--- src/rtl/hex_event_counter.sv ---
// Debounced push-button event counter: 6-digit BCD up/down with 2-digit preset load.
// Optional feature macro HEX_LZB_EN enables leading-zero blanking on o_blank.
module hex_event_counter #(
   parameter int DEBOUNCE_CYCLES = 500000,
   parameter int SYNC_STAGES     = 2
) (
   input  logic       i_clk,
   input  logic       i_rst,
   input  logic       i_btn_n,
   input  logic       i_dir,
   input  logic       i_load,
   input  logic [7:0] i_load_val,
   output logic [3:0] o_digit0,
   output logic [3:0] o_digit1,
   output logic [3:0] o_digit2,
   output logic [3:0] o_digit3,
   output logic [3:0] o_digit4,
   output logic [3:0] o_digit5,
   output logic [5:0] o_blank,
   output logic       o_wrap
);

   localparam int CW = (DEBOUNCE_CYCLES > 1) ? $clog2(DEBOUNCE_CYCLES) : 1;
   localparam logic [CW-1:0] CNT_MAX = CW'(DEBOUNCE_CYCLES - 1);

   logic [SYNC_STAGES-1:0] r_btn_sync;
   logic [SYNC_STAGES-1:0] r_load_sync;
   logic                   r_load_prev;
   logic                   r_stable;
   logic                   r_stable_d;
   logic                   r_step;
   logic [CW-1:0]          r_db_cnt;
   logic [3:0]             r_dig [6];
   logic                   r_wrap;

   logic [3:0]             w_dig_nx [6];
   logic                   w_wrap_nx;
   logic                   w_btn_s;
   logic                   w_load_s;
   logic                   w_load_rise;

   assign w_btn_s     = r_btn_sync[SYNC_STAGES-1];
   assign w_load_s    = r_load_sync[SYNC_STAGES-1];
   assign w_load_rise = w_load_s & ~r_load_prev;

   function automatic logic [3:0] clamp9(input logic [3:0] v);
      return (v > 4'd9) ? 4'd9 : v;
   endfunction

   always_ff @(posedge i_clk) begin
      if (i_rst) begin
         r_btn_sync  <= '1;
         r_load_sync <= '0;
         r_load_prev <= 1'b0;
      end else begin
         r_btn_sync  <= {r_btn_sync[SYNC_STAGES-2:0], i_btn_n};
         r_load_sync <= {r_load_sync[SYNC_STAGES-2:0], i_load};
         r_load_prev <= w_load_s;
      end
   end

   // Accept a new level only after DEBOUNCE_CYCLES consecutive differing samples.
   always_ff @(posedge i_clk) begin
      if (i_rst) begin
         r_stable   <= 1'b1;
         r_stable_d <= 1'b1;
         r_step     <= 1'b0;
         r_db_cnt   <= '0;
      end else begin
         r_stable_d <= r_stable;
         r_step     <= r_stable_d & ~r_stable;
         if (w_btn_s == r_stable) begin
            r_db_cnt <= '0;
         end else if (r_db_cnt == CNT_MAX) begin
            r_stable <= w_btn_s;
            r_db_cnt <= '0;
         end else begin
            r_db_cnt <= r_db_cnt + 1'b1;
         end
      end
   end

   always_comb begin
      logic carry;
      carry     = 1'b1;
      w_dig_nx  = r_dig;
      w_wrap_nx = 1'b0;
      if (w_load_rise) begin
         w_dig_nx[0] = clamp9(i_load_val[3:0]);
         w_dig_nx[1] = clamp9(i_load_val[7:4]);
         for (int i = 2; i < 6; i++) begin
            w_dig_nx[i] = 4'd0;
         end
      end else if (r_step) begin
         for (int i = 0; i < 6; i++) begin
            if (carry) begin
               if (!i_dir) begin
                  if (r_dig[i] == 4'd9) begin
                     w_dig_nx[i] = 4'd0;
                  end else begin
                     w_dig_nx[i] = r_dig[i] + 4'd1;
                     carry       = 1'b0;
                  end
               end else begin
                  if (r_dig[i] == 4'd0) begin
                     w_dig_nx[i] = 4'd9;
                  end else begin
                     w_dig_nx[i] = r_dig[i] - 4'd1;
                     carry       = 1'b0;
                  end
               end
            end
         end
         w_wrap_nx = carry;
      end
   end

   always_ff @(posedge i_clk) begin
      if (i_rst) begin
         r_dig  <= '{default: 4'd0};
         r_wrap <= 1'b0;
      end else begin
         r_dig  <= w_dig_nx;
         r_wrap <= w_wrap_nx;
      end
   end

`ifdef HEX_LZB_EN
   logic [5:0] r_blank;
   logic [5:0] w_blank_nx;

   // Computed from next-state digits so blank moves with the digits.
   always_comb begin
      logic zero;
      zero       = 1'b1;
      w_blank_nx = '0;
      for (int i = 5; i >= 1; i--) begin
         zero          = zero & (w_dig_nx[i] == 4'd0);
         w_blank_nx[i] = zero;
      end
   end

   always_ff @(posedge i_clk) begin
      if (i_rst) begin
         r_blank <= 6'b111110;
      end else begin
         r_blank <= w_blank_nx;
      end
   end

   assign o_blank = r_blank;
`else
   assign o_blank = 6'b000000;
`endif

   assign o_digit0 = r_dig[0];
   assign o_digit1 = r_dig[1];
   assign o_digit2 = r_dig[2];
   assign o_digit3 = r_dig[3];
   assign o_digit4 = r_dig[4];
   assign o_digit5 = r_dig[5];
   assign o_wrap   = r_wrap;

endmodule

--- config.mk ---
export PLATFORM = sky130hd
export DESIGN_NAME = hex_event_counter
export DESIGN_NICKNAME = d
export VERILOG_FILES = /design/src/rtl/hex_event_counter.sv
export SDC_FILE = /design/constraint.sdc
export NUM_CORES = 1
export LEC_CHECK = 0
export CAP_MARGIN = 20
export CORE_UTILIZATION = 30
export DETAILED_ROUTE_END_ITERATION = 10
export SETUP_SLACK_MARGIN = 0.1
export SYNTH_ARGS = -nofsm -noshare
export SYNTH_HDL_FRONTEND = slang
export SYNTH_SLANG_ARGS = --single-unit
--- constraint.sdc ---
create_clock -name i_clk -period 5.9 [get_ports i_clk]
set_input_delay 1.18 -clock i_clk [delete_from_list [all_inputs] [get_ports i_clk]]
set_output_delay 1.18 -clock i_clk [all_outputs]
set_load 0.02 [all_outputs]
==> impl_results.md, run 1 <==
* Gr usage total at 12.8%
* Measured slew at the worst slew-check pin at 1.02 ns
* Post-CTS setup buffer count at 0
* Period utilization at 64.3%
* Max Cap Viol at 0
* Placed Cells at 537
* Synth Instances at 385
* CP endpoint kind: flop
* Hold path cells at 2
* Largest net degree at the start of global routing at 35
* Routed len/inst at between 10 and 15 um
* Nets at around 430
* Non-Filler Instances at 545
* Crit path launch type: input port
* Peak supply drop at 89.1 uV
* Starting density of the core at 31.5%
* Initial antenna violation count at 0
* Dpl hpwl at 4.80 mm
* Total CTS buffers at 5
* Post-synth top area share at 33.4%
* Worst Hold Class: reg2reg
* Static leakage power at around 1.2 nW
* Iter 0 DRT Violations at 128
* Final clock skew at 0.00897 ns
* Via count at 2737
* Chip Height at 104 um
* Core area at between 0.009 and 0.01 mm2
* Vias per cell at ~5
* Clock buffer depth at 2
* Yosys cell types at 62
* Syn-to-layout area delta at 17.0%
* Post-CTS Hold Buffers at 0
* RePlAce Congestion at about 0.78
* Die X at 104 um
* Worst Path Max Fanout at 21
* Final WS setup at 2.11 ns
* Relative slew slack at a little under a third
* CP Data Arrival Time at roughly 4 ns
* Filler Cell Count at 1043
* Remaining Overflow, GRT at 0
* TritonCTS clock tree: built
* Top area cells in the synthesized netlist: dfxtp_1, nor2_1, o21ai_0, xor2_1, nor2b_1
* Synthesis Warnings at 0
* Slowest-stage cell, CP: a221oi_2
* Global-route wire length before repair at 11.6 mm
* RSZ-0062 raised after global routing: false
* CTS sink count at 52
* Slew Limit Fails at 0
* Run status: finished, final reports clean
* Drt first pass iters at 4
* Final setup vio count at 0
* Setup CP Type: in2reg
* Post-synth EDFFs at 0
* Die area at 0.0108 mm2
* Flops & latches, synth at 52
* Reg area at 0.00104 mm2
* Pre-CTS setup slack at 1.82 ns
* Pwr Density at 175 mW/mm2
* WP data required at 6.15 ns
* Total wire length at 6.65 mm
* Core Util, Final at 36.8%
* Share of cells above drive strength 1 at between 6 and 7%
* Sequential cell area fraction in the yosys report at between 30% and 40%
* Fmax at 264 MHz
* CP Cell Sequence: clkdlybuf4s50_1 > nand4bb_1 > a221oi_2 > nand3_2 > nor2b_1 > and3_1
* Ys flop type: dfxtp_1
* Worst skew pair latency at 0.31 ns
* Setup TNS at 0 ns
* Synth Cell Area at 0.00312 mm2
* Remaining DRCs at 0
* # rows at 36
* CP max stage delay at 0.88 ns
* Syn avg cell area at between 8 and 9 um2
* H-tree depth at 2
* I/O pin cnt at 44
* CTS clock-pin slew for the worst setup and hold paths at 0.10 ns
* Vias in the first global route at approximately 2500
* Number of gates resized after cts at 0
* Antenna fix cells at 0
* Async set-reset flop share out of synthesis at 0%
* Port Buffers at 37
* Area taken by multi-input logic gates at roughly 0.0019 mm2
* Final Hold Fails at 0
* Fin crit period at 3.79 ns
* Root Buffer: clkbuf_8
* Post-synth top area cell: dfxtp_1
* R2R depth at 7
* Antenna-violating nets left at 0
==> critical path, delay by kind of cell <==
| family | cells | cell delay, ns |
|---|---|---|
| AND/OR/NAND/NOR | 4 | 1.09 |
| buffers and inverters | 1 | 0.87 |
| AO/OA/AOI/OAI | 1 | 0.88 |
==> synth_stat cells, types with 7 or more instances <==
master and instances:
dfxtp_1 52, nor2_1 43, o21ai_0 31, nand2_1 22, nor2b_1 19, a21oi_1 17, inv_1 16, xor2_1 14
nand3_1 12, xnor2_1 9, buf_2 8, clkbuf_1 8, ha_1 8, nand2b_1 8, buf_4 7, nand3b_1 7
o21a_1 7
==> flip-flops by register name, summed over array words and instances (netlist names) <==
name	count
r_db_cnt	19
o_digit0	4
o_digit1	4
o_digit2	4
o_digit3	4
o_digit4	4
o_digit5	4
r_btn_sync	2
r_load_sync	2
o_wrap	1
r_load_prev	1
r_stable	1
r_stable_d	1
r_step	1
==> power by group <==
group | leakage (nW) | total, mW | internal, mW | switching, mW
Clock | 0.0452 | 0.217 | 0.0868 | 0.131
Sequential | 0.421 | 0.360 | 0.355 | 0.00505
Combinational | 0.734 | 0.0631 | 0.0274 | 0.0357
Total | 1.20 | 0.640 | 0.469 | 0.171
==> metrics by stage <==
stage | area [um2] | power [mW] | hold slack (ns)
after floorplan | 3140 | 0.412 | 0.389
after global placement | 3560 | 0.430 | 0.395
after detailed placement | 3560 | 0.431 | 0.399
after CTS | 3650 | 0.648 | 0.420
after global routing | 3650 | 0.674 | 0.449
final | 3650 | 0.640 | 0.418
==> cell usage in the layout, fill, tap and decap left out, drive strengths merged, types with 6 or more instances in the layout <==
cell	netlist	final
o21ai	31	31
nand2	23	23
nand2b	9	9
inv	16	18
nand4	6	6
nand3b	7	7
conb	1	6
nor3	6	6
ha	8	8
clkdlybuf4s50	0	37
xnor2	9	9
dfxtp	52	52
nor2	43	43
a21oi	17	17
o21a	7	7
xor2	14	14
nand3	13	13
nor2b	19	19
==> layer usage <==
metal	vias up	part of all wire, %	global-route usage (%)
li1	1401	-	-
met1	1292	50	17.1
met2	40	46	20.8
met3	4	2.9	2.57
met4	0	0.86	3.57
met5	-	0	0
==> final timing paths <==
| check | from | endpoint | slack [ns] |
|---|---|---|---|
| max | i_dir | o_wrap$_SDFF_PP0_ | 2.11 |
| min | r_stable_d$_SDFF_PP1_ | r_step$_SDFF_PP0_ | 0.42 |
| max reg2reg | o_digit0[0]$_SDFFE_PP0P_ | o_wrap$_SDFF_PP0_ | 3.20 |
| min reg2reg | r_stable_d$_SDFF_PP1_ | r_step$_SDFF_PP0_ | 0.42 |
==> cell type report <==
cell class | instances | area share, %
inverters | 16 | 1.65
multi-input cells | 298 | 52.3
well taps | 133 | 4.56
clock inverters | 3 | 0.686
clock buffers | 5 | 1.89
repair buffers | 38 | 10.4
flip-flops and latches | 52 | 28.5
==> kinds of logic (layout without fill, tap and decap cells) <==
logic type,after synthesis,in the layout,share of synthesized area [%]
compound gates,99,99,21.2
xor+xnor,23,23,6.46
fa+ha+maj,8,8,3.21
buf+inv,40,62,5.98
flops,52,52,33.4
mux,3,3,0.963
other cells,1,6,0.120
simple gates,159,159,28.7
Note: power is estimated with default switching activity, not from simulation.
==> inputs of run 2 (changes only) <==
Clock period 5.9 ns to 3.1 ns, I/O delays scaled along.
==> run 2 against run 1 <==
  * Sequential power grew 90%
  * Non-clock buffer count is 3 higher
  * Design area rose by 1.4%
  * Sequential share of layout area shrank 0.40 points
  * Global-route usage down 0.37 points
  * Worst setup slack lost 1.6 ns
  * Count of clock-buffer cells in the layout grew 1
  * Cell count grew 0.55%
  * Via count shrank 0.99%
  * Total power increased by 100%
  * Combinational power increased by 97%
  * Largest power group unchanged
==> impl_results.md, run 2 (synthesis results as in run 1) <==
* Max Cap Viol at 0
* Hold Path End: r_step$_SDFF_PP0_
* Filler Cell Count at 1024
* Area taken by multi-input logic gates at between 0.0015 and 0.002 mm2
* Worst Hold Class: reg2reg
* CTS sink count at 52
* Reg area at 0.00104 mm2
* Fmax at 391 MHz
* CP Cell Sequence: clkdlybuf4s50_1 > buf_12 > nand4bb_1 > a221oi_2 > nand4_4 > nand2b_4 > a221oi_2
* Slew Limit Fails at 0
* Antenna-violating nets left at 0
* Max reg flops at 19
* Final clock skew at 0.00452 ns
* Clock buffer depth at 2
* Static leakage power at 1.23 nW
* Cell family with the largest share of critical-path delay: compound AO/OA/AOI/OAI gates
* Sum of buffers and inverters on the critical path at 2
* Worst skew pair latency at 0.30 ns
* Hold path cells at 2
* Total wire length at 6.61 mm
* # rows at 36
* Post-CTS setup buffer count at 0
* Port Buffers at 37
* Share of cells above drive strength 1 at 7.23%
* Commonest non-fill, non-tap cells in the layout: dfxtp_1, nor2_1, clkdlybuf4s50_1
* Crit path launch type: input port
* Starting density of the core at around a third
* Worst Path Max Fanout at 35
* Iter 0 DRT Violations at 93
* RePlAce Congestion at roughly 0.75
* Critical Path Most Common Cell: a221oi_2
* Vias per cell at 4.95
* Relative slew slack at 34.7%
* Initial antenna violation count at 0
* Peak supply drop at around 210 uV
* Syn-to-layout area delta at 18.7%
* RSZ-0062 raised after global routing: false
* Reg with most FFs: r_db_cnt
* Post-CTS Hold Buffers at 0
* Placed Cells at 540
* Setup CP Type: in2reg
* Chip Height at 104 um
* CP endpoint kind: flop
* Commonest non-fill, non-tap cell in the layout: dfxtp_1
* Period utilization at 82.6%
* Setup TNS at 0 ns
* WP data required at 3.31 ns
* Die X at 104 um
* Core area at 0.00991 mm2
* CP max stage delay at 0.57 ns
* Dpl hpwl at 4.84 mm
* Largest net degree at the start of global routing at 36
* Slowest-stage cell, CP: a221oi_2
* Routed len/inst at 12.1 um
* Global-route wire length before repair at around 11 mm
* Core Util, Final at 37.4%
* Drt first pass iters at 4
* R2r setup slk at 0.86 ns
* CP Data Arrival Time at 2.77 ns
* Vias in the first global route at 2481
* Remaining DRCs at 0
* Measured slew at the worst slew-check pin at 0.971 ns
* I/O pin cnt at 44
* TritonCTS clock tree: built
* Run status: finished, final reports clean
* Reg2reg end: o_digit5[2]$_SDFFE_PP0P_
* Nets at between 400 and 500
* Final Hold Fails at 0
* Remaining Overflow, GRT at 0
* Final setup vio count at 0
* Final WS setup at roughly 0.54 ns
* Root Buffer: clkbuf_8
* Die area at 0.0108 mm2
* Pre-CTS setup slack at 0.218 ns
* FF-to-FF Start: o_digit1[0]$_SDFFE_PP0P_
* Fin crit period at 2.56 ns
* CTS clock-pin slew for the worst setup and hold paths at roughly 0.10 ns
* Via count at 2710
* Gr usage total at 12.4%
* Total CTS buffers at 5
* Worst Hold Launch: r_stable_d$_SDFF_PP1_
* R2R depth at 7
* Number of gates resized after cts at 0
* Non-Filler Instances at 548
* H-tree depth at 2
* Pwr Density at 345 mW/mm2
* Antenna fix cells at 0
[run 2: tightest hold or removal path, cell delays in order (launching register included)]
cell and delay [ns]:
dfxtp_1 0.31, inv_1 0.04, nor2_1 0.03
[run 2: how the worst max path moves through the flow]
| stage | from | slack [ns] | depth (start not counted) | to |
|---|---|---|---|---|
| finish | i_dir | 0.54 | 7 | o_digit5[2]$_SDFFE_PP0P_ |
| global route | i_dir | 0.35 | 7 | o_digit4[3]$_SDFFE_PP0P_ |
| CTS | i_dir | 0.56 | 7 | o_digit4[3]$_SDFFE_PP0P_ |
| detailed placement | i_dir | 0.22 | 7 | o_digit4[3]$_SDFFE_PP0P_ |
| global placement | i_dir | 0.29 | 7 | o_digit4[3]$_SDFFE_PP0P_ |
| floorplan | o_digit0[0]$_SDFFE_PP0P_ | 1.10 | 7 | o_digit5[2]$_SDFFE_PP0P_ |
[run 2: layout make-up]
cell class / count / area share [%]
Inverter: 16 / 1.62
Clock buffer: 6 / 1.96
Multi-Input combinational cell: 298 / 51.6
Tap cell: 133 / 4.49
Timing Repair Buffer: 41 / 11.2
Sequential cell: 52 / 28.1
Clock inverter: 2 / 1.05
[run 2: power by group]
part           internal, mW  total (mW)  switching (mW)
Combinational        0.0555       0.124          0.0690
Clock                 0.244       0.470           0.225
Sequential            0.675       0.685         0.00995
Total                 0.974        1.28           0.304
[run 2: metal layers]
layer,share of wire (%),GRT usage (%),vias up
li1,-,-,1397
met1,49,16.4,1251
met2,46,20.9,58
met3,3.5,2.32,4
met4,0.85,2.86,0
met5,0,0,-
[run 2: metrics by stage]
stage                     instance area [um2]  hold slack (ns)  power (mW)
after CTS                                3700            0.423        1.29
after global routing                     3700            0.437        1.33
after detailed placement                 3590            0.400       0.824
after floorplan                          3140            0.389       0.784
final                                    3700            0.417        1.28
after global placement                   3590            0.394       0.823
==> inputs of run 3 (changes only) <==
Clock period 3.1 ns to 2.24 ns, I/O delays scaled along.
==> run 3 against run 2 <==
  * Clock power is 22% higher
  * Worst setup slack worse by 0.30 ns
  * Cell count grew 3.5%
  * Worst hold slack better by 0.00074 ns
  * Routed wire length up 4.5%
  * Highest routed layer unchanged
  * Total power is 34% higher
  * Sequential share of layout area decreased by 0.88 points
  * Global-route usage rose by 0.37 points
  * Design area rose by 3.3%
  * Register-to-register slack got worse by 0.62 ns
  * Non-clock buffer count is 19 higher
  * Utilization is 1.2 points higher
==> impl_results.md, run 3 (synthesis results as in run 1) <==
* Run status: finished, final reports clean
* # rows at 36
* CTS clock-pin slew for the worst setup and hold paths at roughly 0.10 ns
* Reg with most FFs: r_db_cnt
* Hold slack at between 0.4 and 0.5 ns
* Antenna fix cells at 0
* Setup CP Type: reg2out
* Nets at 454
* Max reg flops at 19
* Fin crit period at between 2 and 2.5 ns
* Sequential share of power at around 55%
* Commonest non-fill, non-tap cell in the layout: dfxtp_1
* Core Util, Final at 38.6%
* Pwr Density at 447 mW/mm2
* Combinational share of power at 11.2%
* Final Hold Fails at 0
* Period utilization at 89.5%
* Remaining Overflow, GRT at 0
* RePlAce Congestion at 0.779
* CTS sink count at 52
* WP data required at 1.79 ns
* Final setup vio count at 0
* Cell family with the largest share of critical-path delay: buffers and inverters
* Measured slew at the worst slew-check pin at 0.497 ns
* CP Cell Sequence: clkdlybuf4s50_1
* Reg2reg end: o_digit5[2]$_SDFFE_PP0P_
* Setup TNS at 0 ns
* Via count at between 2000 and 3000
* Total wire length at 6.90 mm
* Die area at roughly 0.011 mm2
* Pre-CTS setup slack at -0.182 ns
* Sum of buffers and inverters on the critical path at 1
* Total CTS buffers at 5
* Vias in the first global route at 2571
* Drt first pass iters at 4
* Starting density of the core at 31.5%
* CP max stage delay at between 0.6 and 0.7 ns
* R2R depth at 8
* R2r setup slk at 0.24 ns
* Worst skew pair latency at 0.31 ns
* Vias per cell at 4.96
* Slew Limit Fails at 0
* Fmax at about 500 MHz
* Clock power share at 33.4%
* CP endpoint kind: output pin
* Chip Height at 104 um
* Max Cap Viol at 0
* Worst Hold Class: reg2reg
* CP Data Arrival Time at 1.56 ns
* Placed Cells at approximately 560
* H-tree depth at 2
* Gr usage total at between 10% and 20%
* Remaining DRCs at 0
* Slowest-stage cell, CP: clkdlybuf4s50_1
* Post-CTS setup buffer count at 0
* Design Power at 1.71 mW
* Non-Filler Instances at 567
* Internal Power at 1.25 mW
* Hold Path End: r_step$_SDFF_PP0_
* Root Buffer: clkbuf_8
* TritonCTS clock tree: built
* Port Buffers at 37
* Relative slew slack at approximately two thirds
* Commonest non-fill, non-tap cells in the layout: dfxtp_1, nor2_1, clkdlybuf4s50_1
* Die X at 104 um
* Dpl hpwl at 5.04 mm
* RSZ-0062 raised after global routing: false
* Hold path cells at 2
* FF-to-FF Start: o_digit1[0]$_SDFFE_PP0P_
* I/O pin cnt at 44
* Largest net degree at the start of global routing at 19
* Crit path launch type: flop
* Global-route wire length before repair at 11.7 mm
* Final clock skew at between 0.006 and 0.007 ns
* Post-DP Area at approximately 0.0037 mm2
* Routed len/inst at between 10 and 15 um
* Final WS setup at 0.236 ns
* Peak supply drop at approximately 400 uV
* Number of gates resized after cts at 0
* Initial antenna violation count at 0
* Post-route cell area at 0.00383 mm2
* Sw Ratio at 26.7%
* Clock buffer depth at 2
* Psw at roughly 460 uW
* Core area at 0.00991 mm2
* Antenna-violating nets left at 0
* Worst Path Max Fanout at 12
* Share of cells above drive strength 1 at 12.2%
* Worst Hold Launch: r_stable_d$_SDFF_PP1_
* Filler Cell Count at 1050
* Iter 0 DRT Violations at between 100 and 150
* Static leakage power at 1.32 nW
* Syn-to-layout area delta at 22.7%
* Post-CTS Hold Buffers at 0
==> run 3: power groups by stage <==
stage	Sequential [mW]	Combinational (mW)	Clock [mW]
after floorplan	0.970	0.115	0
after global placement	0.968	0.186	0
after detailed placement	0.968	0.188	0
after CTS	0.947	0.189	0.601
after global routing	0.949	0.210	0.630
final	0.947	0.192	0.572
==> run 3: how the worst max path moves through the flow <==
stage	from	end	cells past startpoint
2_1_floorplan	o_digit0[0]$_SDFFE_PP0P_	o_digit5[2]$_SDFFE_PP0P_	7
3_3_place_gp	i_dir	o_digit3[3]$_SDFFE_PP0P_	8
3_5_place_dp	i_dir	o_digit5[2]$_SDFFE_PP0P_	7
4_1_cts	i_dir	o_digit5[2]$_SDFFE_PP0P_	7
5_1_grt	o_digit1[0]$_SDFFE_PP0P_	o_digit4[3]$_SDFFE_PP0P_	8
6_report	o_digit5[1]$_SDFFE_PP0P_	o_digit5[1]	1
==> run 3: routing by layer <==
layer / GRT usage (%) / routed length [um] / vias up
met5: 0 / 0 / -
met4: 3.57 / 91 / 0
met3: 2.38 / 261 / 8
met2: 22.0 / 3170 / 67
met1: 16.3 / 3380 / 1301
li1: - / - / 1435
==> run 3: area by class of cell <==
cell class / count / area (um2) / share of cell area, %
clock buffers: 5 / 68.8 / 1.80
clock inverters: 3 / 25.0 / 0.654
inverters: 16 / 60.1 / 1.57
multi-input cells: 298 / 1920 / 50.1
flip-flops and latches: 52 / 1040 / 27.2
well taps: 133 / 166 / 4.35
repair buffers: 60 / 547 / 14.3
